==> config.mk <==
export PLATFORM = sky130hd
export DESIGN_NAME = swd_host
export DESIGN_NICKNAME = d
export VERILOG_FILES = /design/src/rtl/swd_host.sv
export SDC_FILE = /design/constraint.sdc
export NUM_CORES = 1
export LEC_CHECK = 0
export ABC_AREA = 0
export BUFFER_PORTS_ARGS = -buffer_cell sky130_fd_sc_hd__buf_2
export CORE_AREA = 2 2 139 141
export DETAILED_ROUTE_END_ITERATION = 7
export DIE_AREA = 0 0 141 143
export MAX_ROUTING_LAYER = met4
export PLACE_DENSITY = 0.66
export SYNTH_ARGS = -nofsm -noshare
export SYNTH_HDL_FRONTEND = slang
export SYNTH_SLANG_ARGS = --single-unit
==> constraint.sdc <==
create_clock -name i_clk -period 2.9 [get_ports i_clk]
set_input_delay 0.29 -clock i_clk [delete_from_list [all_inputs] [get_ports i_clk]]
set_output_delay 0.29 -clock i_clk [all_outputs]
set_load 0.01 [all_outputs]
==> src/rtl/swd_host.sv <==
// SWD initiator: one DP/AP transaction or line reset at a time, SWCLK = i_clk / (2*CLK_DIV).
// Optional WAIT auto-retry is compiled in with `define SWD_HOST_RETRY_EN.
module swd_host #(
  parameter int CLK_DIV        = 4,
  parameter int IDLE_CYCLES    = 8,
  parameter int LINE_RESET_LEN = 56,
  parameter int MAX_RETRY      = 15
) (
  input  logic        i_clk,
  input  logic        i_reset,
  input  logic        i_req_valid,
  output logic        o_req_ready,
  input  logic        i_apndp,
  input  logic        i_rnw,
  input  logic [1:0]  i_addr,
  input  logic [31:0] i_wdata,
  input  logic        i_line_reset,
  output logic        o_rsp_valid,
  output logic [2:0]  o_ack,
  output logic [31:0] o_rdata,
  output logic        o_parity_err,
  output logic        o_busy,
  output logic        o_swclk,
  output logic        o_swdio_out,
  output logic        o_swdio_oe,
  input  logic        i_swdio_in
);

  typedef enum logic [3:0] {
    S_IDLE, S_REQ, S_TRN1, S_ACK, S_RDATA, S_TRN2, S_WDATA, S_TAIL, S_LRESET, S_DONE
  } state_t;

  localparam logic [15:0] DIV_RISE = 16'(CLK_DIV - 1);
  localparam logic [15:0] DIV_LAST = 16'(2 * CLK_DIV - 1);
  localparam logic [7:0]  TAIL_END = 8'(IDLE_CYCLES - 1);
  localparam logic [7:0]  LR_END   = 8'(LINE_RESET_LEN - 1);
  localparam logic [2:0]  ACK_OK   = 3'b001;

  state_t      state_q;
  logic [15:0] div_q;
  logic [7:0]  bit_q;
  logic [32:0] shreg_q;
  logic [32:0] rx_q;
  logic [7:0]  req_q;
  logic [31:0] wdata_q;
  logic        rnw_q;
  logic [1:0]  ack_sh_q;
  logic [2:0]  ack_rx_q;
  logic        swclk_q, out_q, oe_q, rsp_q, perr_q;
  logic [2:0]  ack_q;
  logic [31:0] rdata_q;
`ifdef SWD_HOST_RETRY_EN
  logic [7:0]  retry_q;
`endif

  logic       req_par;
  logic [7:0] req_byte;
  logic [2:0] ack_now;

  // Request byte LSB first: start, APnDP, RnW, A2, A3, parity, stop, park.
  assign req_par  = i_apndp ^ i_rnw ^ i_addr[0] ^ i_addr[1];
  assign req_byte = {1'b1, 1'b0, req_par, i_addr[1], i_addr[0], i_rnw, i_apndp, 1'b1};
  assign ack_now  = {i_swdio_in, ack_sh_q};

  // Handshake: a request or line reset is taken on the i_clk edge where it is
  // asserted while o_req_ready is high; o_rsp_valid is a single-cycle pulse.
  assign o_busy       = (state_q != S_IDLE);
  assign o_req_ready  = (state_q == S_IDLE);
  assign o_swclk      = swclk_q;
  assign o_swdio_out  = out_q;
  assign o_swdio_oe   = oe_q;
  assign o_rsp_valid  = rsp_q;
  assign o_ack        = ack_q;
  assign o_rdata      = rdata_q;
  assign o_parity_err = perr_q;

  always_ff @(posedge i_clk or negedge i_reset) begin
    if (!i_reset) begin
      state_q  <= S_IDLE;
      div_q    <= '0;
      bit_q    <= '0;
      shreg_q  <= '0;
      rx_q     <= '0;
      req_q    <= '0;
      wdata_q  <= '0;
      rnw_q    <= 1'b0;
      ack_sh_q <= '0;
      ack_rx_q <= '0;
      swclk_q  <= 1'b0;
      out_q    <= 1'b0;
      oe_q     <= 1'b1;
      rsp_q    <= 1'b0;
      perr_q   <= 1'b0;
      ack_q    <= '0;
      rdata_q  <= '0;
`ifdef SWD_HOST_RETRY_EN
      retry_q  <= '0;
`endif
    end else begin
      case (state_q)
        S_IDLE: begin
          div_q   <= '0;
          bit_q   <= '0;
          swclk_q <= 1'b0;
          if (i_line_reset) begin
            state_q  <= S_LRESET;
            out_q    <= 1'b1;
            oe_q     <= 1'b1;
            ack_rx_q <= '0;
          end else if (i_req_valid) begin
            state_q <= S_REQ;
            shreg_q <= {25'b0, req_byte};
            req_q   <= req_byte;
            wdata_q <= i_wdata;
            rnw_q   <= i_rnw;
            out_q   <= req_byte[0];
            oe_q    <= 1'b1;
            perr_q  <= 1'b0;
`ifdef SWD_HOST_RETRY_EN
            retry_q <= '0;
`endif
          end
        end
        S_DONE: begin
          rsp_q   <= 1'b0;
          state_q <= S_IDLE;
        end
        default: begin
          if (div_q == DIV_RISE) swclk_q <= 1'b1;
          if (div_q != DIV_LAST) begin
            div_q <= div_q + 16'd1;
          end else begin
            // End of a bit: target bits are sampled here, host bits set up for the next one.
            div_q   <= '0;
            swclk_q <= 1'b0;
            bit_q   <= bit_q + 8'd1;
            case (state_q)
              S_REQ: begin
                shreg_q <= shreg_q >> 1;
                out_q   <= shreg_q[1];
                if (bit_q == 8'd7) begin
                  state_q <= S_TRN1;
                  oe_q    <= 1'b0;
                  bit_q   <= '0;
                end
              end
              S_TRN1: begin
                state_q <= S_ACK;
                bit_q   <= '0;
              end
              S_ACK: begin
                ack_sh_q <= {i_swdio_in, ack_sh_q[1]};
                if (bit_q == 8'd2) begin
                  ack_rx_q <= ack_now;
                  bit_q    <= '0;
                  state_q  <= (ack_now == ACK_OK && rnw_q) ? S_RDATA : S_TRN2;
                end
              end
              S_RDATA: begin
                rx_q <= {i_swdio_in, rx_q[32:1]};
                if (bit_q == 8'd32) begin
                  perr_q  <= (^rx_q[32:1]) ^ i_swdio_in;
                  state_q <= S_TRN2;
                  bit_q   <= '0;
                end
              end
              S_TRN2: begin
                bit_q <= '0;
                oe_q  <= 1'b1;
                if (ack_rx_q == ACK_OK && !rnw_q) begin
                  state_q <= S_WDATA;
                  shreg_q <= {^wdata_q, wdata_q};
                  out_q   <= wdata_q[0];
                end else begin
                  state_q <= S_TAIL;
                  out_q   <= 1'b0;
                end
              end
              S_WDATA: begin
                shreg_q <= shreg_q >> 1;
                out_q   <= shreg_q[1];
                if (bit_q == 8'd32) begin
                  state_q <= S_TAIL;
                  out_q   <= 1'b0;
                  bit_q   <= '0;
                end
              end
              S_LRESET: begin
                if (bit_q == LR_END) begin
                  state_q <= S_TAIL;
                  out_q   <= 1'b0;
                  bit_q   <= '0;
                end
              end
              S_TAIL: begin
                if (bit_q == TAIL_END) begin
                  bit_q <= '0;
`ifdef SWD_HOST_RETRY_EN
                  if (ack_rx_q == 3'b010 && retry_q < 8'(MAX_RETRY)) begin
                    retry_q <= retry_q + 8'd1;
                    state_q <= S_REQ;
                    shreg_q <= {25'b0, req_q};
                    out_q   <= req_q[0];
                  end else begin
                    state_q <= S_DONE;
                    rsp_q   <= 1'b1;
                    ack_q   <= ack_rx_q;
                    if (ack_rx_q == ACK_OK && rnw_q) rdata_q <= rx_q[31:0];
                  end
`else
                  state_q <= S_DONE;
                  rsp_q   <= 1'b1;
                  ack_q   <= ack_rx_q;
                  if (ack_rx_q == ACK_OK && rnw_q) rdata_q <= rx_q[31:0];
`endif
                end
              end
              default: state_q <= S_IDLE;
            endcase
          end
        end
      endcase
    end
  end

endmodule

After elaboration in Yosys (flattened, before gate mapping)
Index checks and enable logic that the tools add are counted.
{"block": "word_totals", "register_bits": 172, "latch_bits": 0, "mem_bits_rw": 0, "rom_bits": 0, "in_bits": 41, "word_cells": 155, "memories": 0}
{"block": "op_classes", "addsub": 2, "n_mul": 0, "n_div": 0, "order_cmp": 0, "eq_ne": 34, "shift": 0, "n_mux": 58, "n_bitwise": 9, "n_reduce_logical": 36}
{"op": "$mux 33", "count": 4}
{"op": "$pmux 33 s2", "count": 2}
{"op": "$reduce_xor 32->1", "count": 2}
{"op": "$mux 8", "count": 5}
{"op": "$pmux 8 s5", "count": 1}
{"op": "$mux 4", "count": 9}
{"op": "$pmux 16 s2", "count": 1}
{"op": "$pmux 4 s8", "count": 1}
{"op": "$mux 1", "count": 20}
{"op": "$ne 4x4->1 const B", "count": 5}
{"op": "$reduce_and 5->1", "count": 4}
{"op": "$add 16x1->16 const B", "count": 1}
{"op": "$eq 16x2->1 const B", "count": 1}
{"op": "$eq 4x3->1 const B", "count": 4}
{"op": "$eq 8x6->1 const B", "count": 2}
{"op": "$mux 16", "count": 1}
{"op": "$ne 16x3->1 const B", "count": 1}
{"op": "$pmux 8 s2", "count": 1}
{"op": "$mux 3", "count": 4}
{"op": "$ne 3x3->1 const B", "count": 4}
{"op": "$pmux 1 s2", "count": 6}
{"op": "$reduce_and 6->1", "count": 2}
{"op": "$reduce_bool 2->1", "count": 6}
{"op": "$reduce_or 2->1", "count": 5}
{"op": "26 further kinds", "count": 47}

Longest topological paths before layout
Gate-level depths: netlist of the first run.
{"block": "depth", "ltp_word": 7, "depth_mapped": 10, "ltp_nobuf": 8}

Worst setup path after synthesis of the first run
OpenSTA, ideal clock, no wires.
{"block": "synth_timing", "path_type": "reg-to-reg", "start": "reg bit_q[3]", "end": "reg rdata_q[10] (netlist: o_rdata[10])", "setup_time_ps": 125, "t_arrival_ps": 2189, "required_time_ps": 2775, "setup_slack_ps": 586, "stages_incl_launch_ff": 8, "n_path_buf": 1, "synth_period_minus_slack_ps": 2314, "cell_sequence": "dfrtp_1 -> or3_1 -> or4_4 -> nor2_1 -> nand2_2 -> nor2_4 -> buf_6 -> mux2_2"}
{"block": "synth_via", "elab_chain_cells": 2}
{"item": "start, declared", "line": "41", "rtl": "logic [7:0] bit_q;"}
{"item": "start signal, assigned", "line": "136", "rtl": "bit_q <= bit_q + 8'd1;"}
{"item": "$eq 8x3->1", "line": "196", "rtl": "if (bit_q == TAIL_END) begin"}
{"item": "$reduce_and 5->1 (no line)"}
{"item": "end signal, assigned", "line": "214", "rtl": "if (ack_rx_q == ACK_OK && rnw_q) rdata_q <= rx_q[31:0];"}
{"item": "end, declared", "line": "51", "rtl": "logic [31:0] rdata_q;"}
Every way passes these cells.
A chain may end at the register's enable or synchronous reset.

Final worst setup path of the first run
{"block": "layout_timing", "start": "reg div_q[0]", "end": "reg shreg_q[19]"}
{"block": "layout_via", "elab_chain_cells": 3}
{"item": "start, declared", "line": "40", "rtl": "logic [15:0] div_q;"}
{"item": "start signal, assigned", "line": "131", "rtl": "div_q <= div_q + 16'd1;"}
{"item": "$ne 16x3->1", "line": "130", "rtl": "if (div_q != DIV_LAST) begin"}
{"item": "$ne 2x2->1 (no line)"}
{"item": "$reduce_and 6->1 (no line)"}
{"item": "end signal, assigned", "line": "139", "rtl": "shreg_q <= shreg_q >> 1;"}
{"item": "end signal, assigned", "line": "172", "rtl": "shreg_q <= {^wdata_q, wdata_q};"}
{"item": "end signal, assigned", "line": "180", "rtl": "shreg_q <= shreg_q >> 1;"}
{"item": "end, declared", "line": "42", "rtl": "logic [32:0] shreg_q;"}
Every way passes these cells.

==> results of run 1 <==
==> sequential cells by signal, indices dropped and copies added, names as in the netlist, 2 cells and up <==
name,flops
rx_q,33
ack_rx_q,3
o_rdata,32
ack_sh_q,2
state_q,4
wdata_q,32
div_q,16
bit_q,8
o_ack,3
shreg_q,32
==> kinds of logic (layout without fill, tap and decap cells) <==
| logic type | Yosys count | in the layout |
|---|---|---|
| other | 0 | 1 |
| XOR/XNOR | 81 | 81 |
| buffers and inverters | 43 | 147 |
| multiplexers | 136 | 136 |
| AND/OR/NAND/NOR | 170 | 170 |
| adder cells (fa/ha/maj) | 5 | 5 |
| AO/OA/AOI/OAI | 96 | 96 |
| flip-flops | 171 | 171 |
==> how the worst max path moves through the flow <==
| stage | startpoint | endpoint | slack, ps | depth (start not counted) |
|---|---|---|---|---|
| finish | div_q[0]$_DFFE_PN0N_ | shreg_q[19]$_DFFE_PN0P_ | 300 | 7 |
| CTS | div_q[0]$_DFFE_PN0N_ | shreg_q[19]$_DFFE_PN0P_ | 330 | 7 |
| global placement | div_q[0]$_DFFE_PN0N_ | o_rdata[18]$_DFFE_PN0P_ | 420 | 8 |
| floorplan | bit_q[3]$_DFFE_PN0P_ | o_rdata[10]$_DFFE_PN0P_ | 590 | 7 |
| global route | div_q[0]$_DFFE_PN0N_ | shreg_q[27]$_DFFE_PN0P_ | 70 | 7 |
| detailed placement | div_q[0]$_DFFE_PN0N_ | o_rdata[4]$_DFFE_PN0P_ | 370 | 8 |
==> report_power, final <==
part	switching, mW	total, mW	internal [mW]
logic	0.0773	0.133	0.0561
registers	0.00611	2.40	2.39
clock network	1.06	2.29	1.23
==> metrics by stage <==
step                power [mW]  area (µm²)  cells
floorplan                 2.48        8220    702
global placement          2.58        8960   1007
detailed placement        2.58        8960   1007
CTS                       4.88        9570   1040
global route              5.00        9570   1041
finish                    4.82        9570   1041
==> metal layers <==
layer  share of wire (%)  vias up
met5                   0        -
met4                 1.7        0
met3                 4.8       23
met2                  45      130
met1                  48     2706
li1                    -     2657
==> placed cells by master, fill, tap and decap left out, types with 6 or more instances in the layout <==
| master | n |
|---|---|
| nor2_1 | 34 |
| clkbuf_16 | 17 |
| dfrtp_1 | 170 |
| buf_4 | 17 |
| xor2_1 | 18 |
| nor3_1 | 6 |
| a21oi_1 | 12 |
| mux2_2 | 103 |
| inv_1 | 11 |
| mux2i_1 | 33 |
| a211oi_1 | 6 |
| xnor2_1 | 62 |
| nand2_1 | 67 |
| a21o_1 | 6 |
| nand3_1 | 13 |
| o21ai_0 | 42 |
| buf_2 | 81 |
| nand4_1 | 6 |
==> worst register-to-register path: stages (launching register included) <==
cell and delay (ps):
dfrtp_1 390, ha_1 240, nor4b_1 350, nand4_1 200, nor2_1 340, nand3_1 440, buf_4 350, o21ai_0 200
==> layout make-up <==
class | count | share of cell area (%)
flip-flops and latches | 171 | 44.7
inverters | 13 | 0.510
well taps | 234 | 3.06
diodes | 1 | 0.0261
clock buffers | 17 | 4.45
clock inverters | 15 | 1.82
repair buffers | 102 | 6.21
multi-input cells | 488 | 39.2
==> synthesized netlist by cell type, types with 6 or more instances <==
cell / number
dfrtp_1: 170
xor2_1: 18
a21o_1: 6
a21oi_1: 12
a211oi_1: 6
xnor2_1: 62
buf_2: 6
mux2i_1: 33
clkbuf_1: 14
nand4_1: 6
inv_1: 11
nor2_1: 34
o21ai_0: 42
mux2_2: 103
nand2_1: 67
nor3_1: 6
nand3_1: 13
==> what timing repair did <==
| action | CTS | global route |
|---|---|---|
| setup buffers | 0 | 0 |
| hold buffers | 1 | 0 |
| endpoints found under the hold margin | 55 | 0 |
| endpoints found under the setup margin | 0 | 0 |
==> results.py, run 1 <==
metrics = {
    "clocking": {
        "clk_path_buf_depth": 2,
        "cts_tree": "done",
        "cts.htree.levels": 4,
        "cts_sinks": 171,
        "worstSkewPairLatency_ps": 440,
        "clk_pin_slew_worst_paths_ps": 70,
        "cts_resized": 0,
        "root_buffer": "clkbuf_16",
        "cts_made_buffers": 17,
    },
    "setup_path": {
        "cp.required_ps": 3250,
        "worstPathArrival_ps": 2950,
        "cp_cell_sequence": "ha_1, nor4b_1, nand4_1, nor2_1, nand3_1, buf_4, o21ai_0",
        "regToRegSetupSlack_ps": 300,
        "slowest_stage": "nand3_1",
        "ff2ff_path_depth": 7,
        "worstSetupEndpointType": "register",
        "worstSetupPathType": "register to register",
        "worstPathMaxFanout": 15,
        "path_delay_family": "simple AND/OR/NAND/NOR gates",
        "startpoint_type": "register",
        "timing.rr.start": "div_q[0]$_DFFE_PN0N_",
        "slowest_delay_ps": 440,
        "timing.rr.end": "shreg_q[19]$_DFFE_PN0P_",
        "cp_num_buf_inv": 1,
    },
    "placed_design": {
        "hpwl_mm": 11.3,
        "dp_slack_ps": 367,
        "port-buffer-count": 82,
        "place_congestion": 0.915,
    },
    "synthesis": {
        "synth-compound-area-share_pct": 7.52,
        "syn_avg_cell_area_um2": 11.7,
        "yosysTopAreaCell": "dfrtp_1",
        "muxShareOfSynthArea_pct": 18.1,
        "synth.area.top_cells": "dfrtp_1 52%, mux2_2 14%, xnor2_1 6.6%, mux2i_1 4.0%, nand2_1 3.1%",
        "synth-seq-area-share_pct": 52.0,
        "synth-main-ff-cell": "dfrtp_1",
        "synthSimpleGateAreaFrac_pct": 10.3,
        "synthAdderAreaFrac_pct": 0.761,
        "synth_warnings": 0,
        "yosys.area.top_type_share_pct": 51.7,
        "synth-edff-count": 0,
        "synth_top_family_by_area": "multiplexers",
        "synth_xor_area_share_pct": 8.79,
        "syn_area_mm2": 0.00822,
        "synth-async-reset-ratio_pct": 100,
        "ys_ff_latch": 171,
        "yosys.cell_types.count": 63,
        "synth_nets": 748,
        "syn_inst": 702,
    },
    "grt": {
        "use_met2_pct": 26.4,
        "grt_usage_pct": 17.9,
        "antenna_found_initial": 1,
        "met1_usage_pct": 24.3,
        "grt_max_degree": 66,
        "grt_pass1_vias": 5435,
        "grt-ovfl-total": 0,
        "grt_pass1_wl_mm": 27.8,
        "grt_use_met3_pct": 3.96,
        "grt-busiest-layer": "met2",
    },
    "timing": {
        "finClkSkew_ps": 16.5,
        "period_needed_ps": 2600,
        "tightest_slew_ps": 580,
        "max_freq_mhz": 384,
        "setup_ws_ps": 299,
        "whs_ps": 81.9,
        "finalHoldViolCount": 0,
        "rsz0062_at_grt": "no",
        "fin_crit_sh_pct": 89.7,
        "tns_ps": 0,
        "final-setup-viol-count": 0,
        "slew_violations": 0,
        "relSlewSlack_pct": 61.0,
    },
    "floorplan": {
        "io_pins": 83,
        "dieArea_mm2": 0.0202,
        "row_count": 50,
        "die_y_um": 143,
        "start_util_pct": 44.3,
        "die_w_um": 141,
        "core_mm2": 0.0186,
    },
    "route": {
        "totalWireLength_mm": 16.6,
        "route.detailed.drc": 0,
        "ant_nets": 0,
        "dr_total_vias": 5516,
        "dr.pass1.iters": 4,
        "drtIter0Drc": 357,
        "wl_per_cell_um": 16.0,
        "via_per_inst": 5.30,
    },
    "finish": {
        "fin_util_pct": 51.5,
        "areaGrowthSynthToFinish_pct": 16.4,
        "final_nets": 839,
        "regArea_mm2": 0.00428,
        "drive_above_1_share_pct": 31.4,
        "n_fill_cell": 1644,
        "multiInputGateArea_mm2": 0.00375,
    },
    "pwr": {
        "peakVddDrop_mv": 0.437,
        "static-leakage-power_nw": 4.57,
        "pwr_density_cell_mw_per_mm2": 503,
    },
    "status": {
        "status": "finished, final reports clean",
    },
    "min_path": {
        "whs_path_depth": 2,
        "hold_end": "wdata_q[11]$_DFFE_PN0P_",
        "hold_path_class": "primary input to register",
        "hold_start": "i_wdata[11]",
    },
    "flow_run": {
        "cap_violations": 0,
    },
}
Note: power is estimated with default switching activity, not from simulation.
==> run 2: changes to the inputs <==
Clock period 2.9 ns to 2.8 ns, I/O delays scaled along.
==> run 2 against run 1 <==
  * Setup slack lost 59 ps
  * Largest cell class unchanged
  * Utilization up 0.39 points
  * Fmax grew 1.6%
  * Worst hold slack lost 11 ps
  * Sequential share of layout area decreased by 0.34 points
  * Highest routed layer unchanged
  * Largest power group unchanged
  * Clock-buffer cell count did not move
  * Flip-flop and latch count unchanged
  * Sequential power is 3% higher
  * Global-route usage rose by 0.20 points
  * Final area up 0.76%
==> results.py, run 2 (synthesis gave the netlist of run 1 again) <==
metrics = {
    "finish": {
        "regMostFlops": "rx_q",
        "multiInputGateArea_mm2": 0.00376,
        "largest_reg_flops": 33,
        "regArea_mm2": 0.00428,
        "final_cell_mix": "170 x dfrtp_1, 103 x mux2_2, 81 x buf_2",
        "final_common_cell": "dfrtp_1",
        "n_fill_cell": 1607,
        "areaGrowthSynthToFinish_pct": 17.3,
        "drive_above_1_share_pct": 31.8,
        "final_nets": 842,
    },
    "pwr": {
        "pwr_density_cell_mw_per_mm2": 520,
        "peakVddDrop_mv": 0.423,
        "static-leakage-power_nw": 4.60,
        "power.total_mw": 5.01,
    },
    "status": {
        "status": "finished, final reports clean",
    },
    "timing": {
        "finalHoldViolCount": 0,
        "max_freq_mhz": 391,
        "period_needed_ps": 2560,
        "tightest_slew_ps": 712,
        "slew_violations": 0,
        "finClkSkew_ps": 21.9,
        "setup_ws_ps": 240,
        "rsz0062_at_grt": "no",
        "final-setup-viol-count": 0,
        "fin_crit_sh_pct": 91.4,
        "relSlewSlack_pct": 52.5,
        "tns_ps": 0,
    },
    "floorplan": {
        "dieArea_mm2": 0.0202,
        "die_y_um": 143,
        "start_util_pct": 44.3,
        "core_mm2": 0.0186,
        "die_w_um": 141,
        "io_pins": 83,
        "row_count": 50,
    },
    "route": {
        "dr.pass1.iters": 4,
        "wl_per_cell_um": 16.0,
        "via_per_inst": 5.24,
        "dr_total_vias": 5469,
        "drtIter0Drc": 329,
        "route.detailed.drc": 0,
        "ant_nets": 0,
        "totalWireLength_mm": 16.8,
    },
    "grt": {
        "grt_usage_pct": 18.1,
        "grt_pass1_wl_mm": 27.9,
        "antenna_found_initial": 1,
        "grt-ovfl-total": 0,
        "grt_pass1_vias": 5365,
        "grt_max_degree": 75,
    },
    "setup_path": {
        "timing.rr.end": "o_rdata[1]$_DFFE_PN0P_",
        "ff2ff_path_depth": 7,
        "cp.required_ps": 3130,
        "startpoint": "div_q[4]$_DFFE_PN0N_",
        "endpoint": "o_rdata[1]$_DFFE_PN0P_",
        "startpoint_type": "register",
        "worstSetupPathType": "register to register",
        "worstPathArrival_ps": 2890,
        "regToRegSetupSlack_ps": 240,
        "worstPathMaxFanout": 32,
        "worstSetupEndpointType": "register",
        "timing.rr.start": "div_q[4]$_DFFE_PN0N_",
    },
    "clocking": {
        "cts_tree": "done",
        "root_buffer": "clkbuf_16",
        "cts_made_buffers": 17,
        "cts.htree.levels": 4,
        "clk_pin_slew_worst_paths_ps": 80,
        "worstSkewPairLatency_ps": 440,
        "clk_path_buf_depth": 2,
        "cts_sinks": 171,
        "post_cts_buffers": 0,
    },
    "placed_design": {
        "place_congestion": 0.856,
        "hpwl_mm": 11.4,
        "port-buffer-count": 82,
        "dp_slack_ps": 231,
    },
    "min_path": {
        "whs_path_depth": 2,
        "hold_path_class": "primary input to register",
    },
    "flow_run": {
        "cap_violations": 0,
    },
}
-- run 2: changes by cell type in the layout (fill, tap and decap cells not counted), sizes merged --
cell	previous run	this run
buf	101	104
clkinvlp	2	1
bufinv	1	0
clkinv	4	6
-- run 2: what timing repair did --
action,4_1_cts,5_1_grt
setup endpoints to repair,0,32
hold buffers,1,0
endpoints found under the hold margin,70,0
gates resized for setup,0,1
-- run 2: metal layers --
layer | part of all wire, % | wire length [µm] | up-vias | track usage, %
li1 | - | - | 2672 | -
met1 | 48 | 8050 | 2695 | 24.8
met2 | 47 | 7830 | 86 | 27.0
met3 | 3.7 | 627 | 16 | 4.59
met4 | 1.5 | 244 | 0 | 4.68
met5 | 0 | 0 | - | -
-- run 2: worst max-delay path: stages (launching register included) --
cell,delay [ps]
dfrtp_1,430
nor4_1,480
nand4_1,240
nor2_1,330
nand2_2,200
nor2_4,170
buf_12,220
mux2_2,360
-- run 2: report_power, final --
group | total, mW | internal [mW] | switching, mW
Sequential | 2.48 | 2.47 | 0.00659
Clock | 2.39 | 1.22 | 1.17
Combinational | 0.140 | 0.0599 | 0.0801
-- run 2: metrics by stage --
step / hold WS [ps] / utilization, % / std cells / area (µm²)
after global routing: 49.1 / 51.9 / 1044 / 9640
after CTS: 52.0 / 51.9 / 1043 / 9630
after detailed placement: 373 / 48.5 / 1010 / 9010
final: 71.2 / 51.9 / 1044 / 9640
after floorplan: -15.6 / - / 702 / 8220
after global placement: 368 / 48.5 / 1010 / 9010
-- run 2: how the worst min path moves through the flow --
stage | endpoint | start | slack, ps
detailed placement | div_q[3]$_DFFE_PN0N_ | i_reset | 370
finish | wdata_q[2]$_DFFE_PN0P_ | i_wdata[2] | 70
global placement | div_q[8]$_DFFE_PN0N_ | i_reset | 370
floorplan | ack_rx_q[0]$_DFFE_PN0P_ | i_reset | -20
global route | wdata_q[20]$_DFFE_PN0P_ | i_wdata[20] | 50
CTS | wdata_q[2]$_DFFE_PN0P_ | i_wdata[2] | 50
-- run 2: cell type report --
class,count,share of cell area (%)
Antenna cell,1,0.0260
Sequential cell,171,44.4
Inverter,13,0.506
Tap cell,234,3.04
Multi-Input combinational cell,488,39.0
Timing Repair Buffer,105,6.66
Clock inverter,15,2.00
Clock buffer,17,4.41
==> run 3: changes to the inputs <==
Settings changed: BUFFER_PORTS_ARGS -buffer_cell sky130_fd_sc_hd__buf_2 to not set, DONT_BUFFER_PORTS set to 1, PLACE_DENSITY 0.66 to 0.62.
==> run 3 against run 2 <==
  * The flow now finishes with violations (negative hold slack)
  * Sequential power barely moved
  * Fmax about the same
  * Non-clock buffer count is 56 lower
  * Setup slack better by 1.3 ps
  * Worst hold slack got worse by 530 ps
  * Via count decreased by 2.7%
  * Largest cell class unchanged
  * Largest power group unchanged
==> results.py, run 3 (synthesis gave the netlist of run 1 again) <==
metrics = {
    "placed_design": {
        "place_congestion": 0.905,
        "placed_cell_area_mm2": 0.00851,
        "port-buffer-count": 0,
        "hpwl_mm": 11.2,
        "dp.cells": 921,
        "dp_slack_ps": 249,
    },
    "setup_path": {
        "cp_cell_sequence": "ha_1, nor4b_1, nand4_1, nor2_1, nand2_2, nor2_4, buf_12, mux2_2",
        "worstSetupEndpointType": "register",
        "startpoint_type": "register",
        "worstPathMaxFanout": 32,
        "worstSetupPathType": "register to register",
        "slowest_stage": "dfrtp_1",
        "worstPathArrival_ps": 2880,
        "slowest_delay_ps": 380,
        "cp.required_ps": 3120,
    },
    "clocking": {
        "worstSkewPairLatency_ps": 440,
        "cts_sinks": 171,
        "cts_hold_buf": 34,
        "cts.htree.levels": 4,
        "clk_path_buf_depth": 2,
        "post_cts_buffers": 0,
        "cts_resized": 0,
        "clk_pin_slew_worst_paths_ps": 70,
        "cts_made_buffers": 17,
        "root_buffer": "clkbuf_16",
        "cts_tree": "done",
    },
    "grt": {
        "grt_usage_pct": 18.2,
        "antenna_found_initial": 0,
        "grt_max_degree": 172,
        "grt_pass1_vias": 5524,
        "grt_pass1_wl_mm": 28.1,
        "grt-ovfl-total": 0,
    },
    "pwr": {
        "power.total_mw": 4.91,
        "pwr_density_cell_mw_per_mm2": 520,
        "static-leakage-power_nw": 4.30,
        "peakVddDrop_mv": 0.540,
    },
    "route": {
        "ant_nets": 0,
        "wl_per_cell_um": 17.0,
        "totalWireLength_mm": 16.8,
        "via_per_inst": 5.39,
        "route.detailed.drc": 0,
        "dr.pass1.iters": 5,
        "drtIter0Drc": 311,
        "dr_total_vias": 5319,
    },
    "timing": {
        "period_needed_ps": 2560,
        "tightest_slew_ps": 545,
        "fin_crit_sh_pct": 91.4,
        "final-setup-viol-count": 0,
        "finClkSkew_ps": 12.1,
        "rsz0062_at_grt": "no",
        "finalHoldViolCount": 171,
        "tns_ps": 0,
        "max_freq_mhz": 391,
        "whs_ps": -456,
        "slew_violations": 0,
        "setup_ws_ps": 241,
        "relSlewSlack_pct": 63.1,
    },
    "finish": {
        "largest_reg_flops": 33,
        "areaGrowthSynthToFinish_pct": 14.9,
        "fin_cells": 987,
        "stdcell_area_mm2": 0.00945,
        "regArea_mm2": 0.00428,
        "final_common_cell": "dfrtp_1",
        "n_antenna_cell": 0,
        "multiInputGateArea_mm2": 0.00375,
        "regMostFlops": "rx_q",
        "final_nets": 786,
        "final_cell_mix": "170 x dfrtp_1, 103 x mux2_2, 67 x nand2_1",
        "n_fill_cell": 1635,
        "drive_above_1_share_pct": 22.2,
        "fin_util_pct": 50.9,
    },
    "floorplan": {
        "dieArea_mm2": 0.0202,
        "die_w_um": 141,
        "io_pins": 83,
        "row_count": 50,
        "die_y_um": 143,
        "core_mm2": 0.0186,
        "start_util_pct": 44.3,
    },
    "flow_run": {
        "cap_violations": 0,
    },
    "min_path": {
        "hold_path_class": "primary input to async pin",
    },
    "status": {
        "violations": "negative hold slack",
        "status": "finished with violations",
    },
}
-- run 3: report_power, final --
group | leakage, nW | internal, mW | total (mW) | switching (mW)
Clock | 0.290 | 1.21 | 2.34 | 1.14
Sequential | 2.33 | 2.47 | 2.48 | 0.00756
Combinational | 1.68 | 0.0634 | 0.0898 | 0.0264
-- run 3: area by class of cell --
cell class | instances | area share (%)
sequential | 171 | 45.3
clock buffer | 17 | 4.50
tap | 234 | 3.10
clock inverter | 15 | 1.83
multi-input combinational | 488 | 39.7
timing repair buffer | 49 | 5.06
inverter | 13 | 0.516
-- run 3: metal layers --
layer  global-route usage, %  vias up  share of wire (%)
li1                        -     2539                  -
met1                    23.0     2657                 45
met2                    27.9      103                 47
met3                    5.90       20                5.7
met4                    5.84        0                1.8
met5                       -        -                  0
-- run 3: path summary, 6_finish.rpt --
check | from | to | slack, ps | cells after the start
worst min register to register | shreg_q[10]$_DFFE_PN0P_ | shreg_q[10]$_DFFE_PN0P_ | 480 | 2
worst max-delay path | div_q[0]$_DFFE_PN0N_ | o_rdata[31]$_DFFE_PN0P_ | 240 | 8
worst min-delay path | i_reset | div_q[8]$_DFFE_PN0N_ | -460 | 0
max in group asynchronous | i_reset | o_swdio_oe$_DFFE_PN1P_ | 2930 | 0
worst max register to register | div_q[0]$_DFFE_PN0N_ | o_rdata[31]$_DFFE_PN0P_ | 240 | 8
min in group i_clk | i_swdio_in | rx_q[32]$_DFFE_PN0P_ | 70 | 2
-- run 3: critical path: cells and delay by family, from the launching register on --
family | cells | cell delay [ps]
adders and majority gates | 1 | 240
buffers and inverters | 1 | 220
DFF | 1 | 380
muxes | 1 | 360
and+or+nand+nor | 5 | 1220
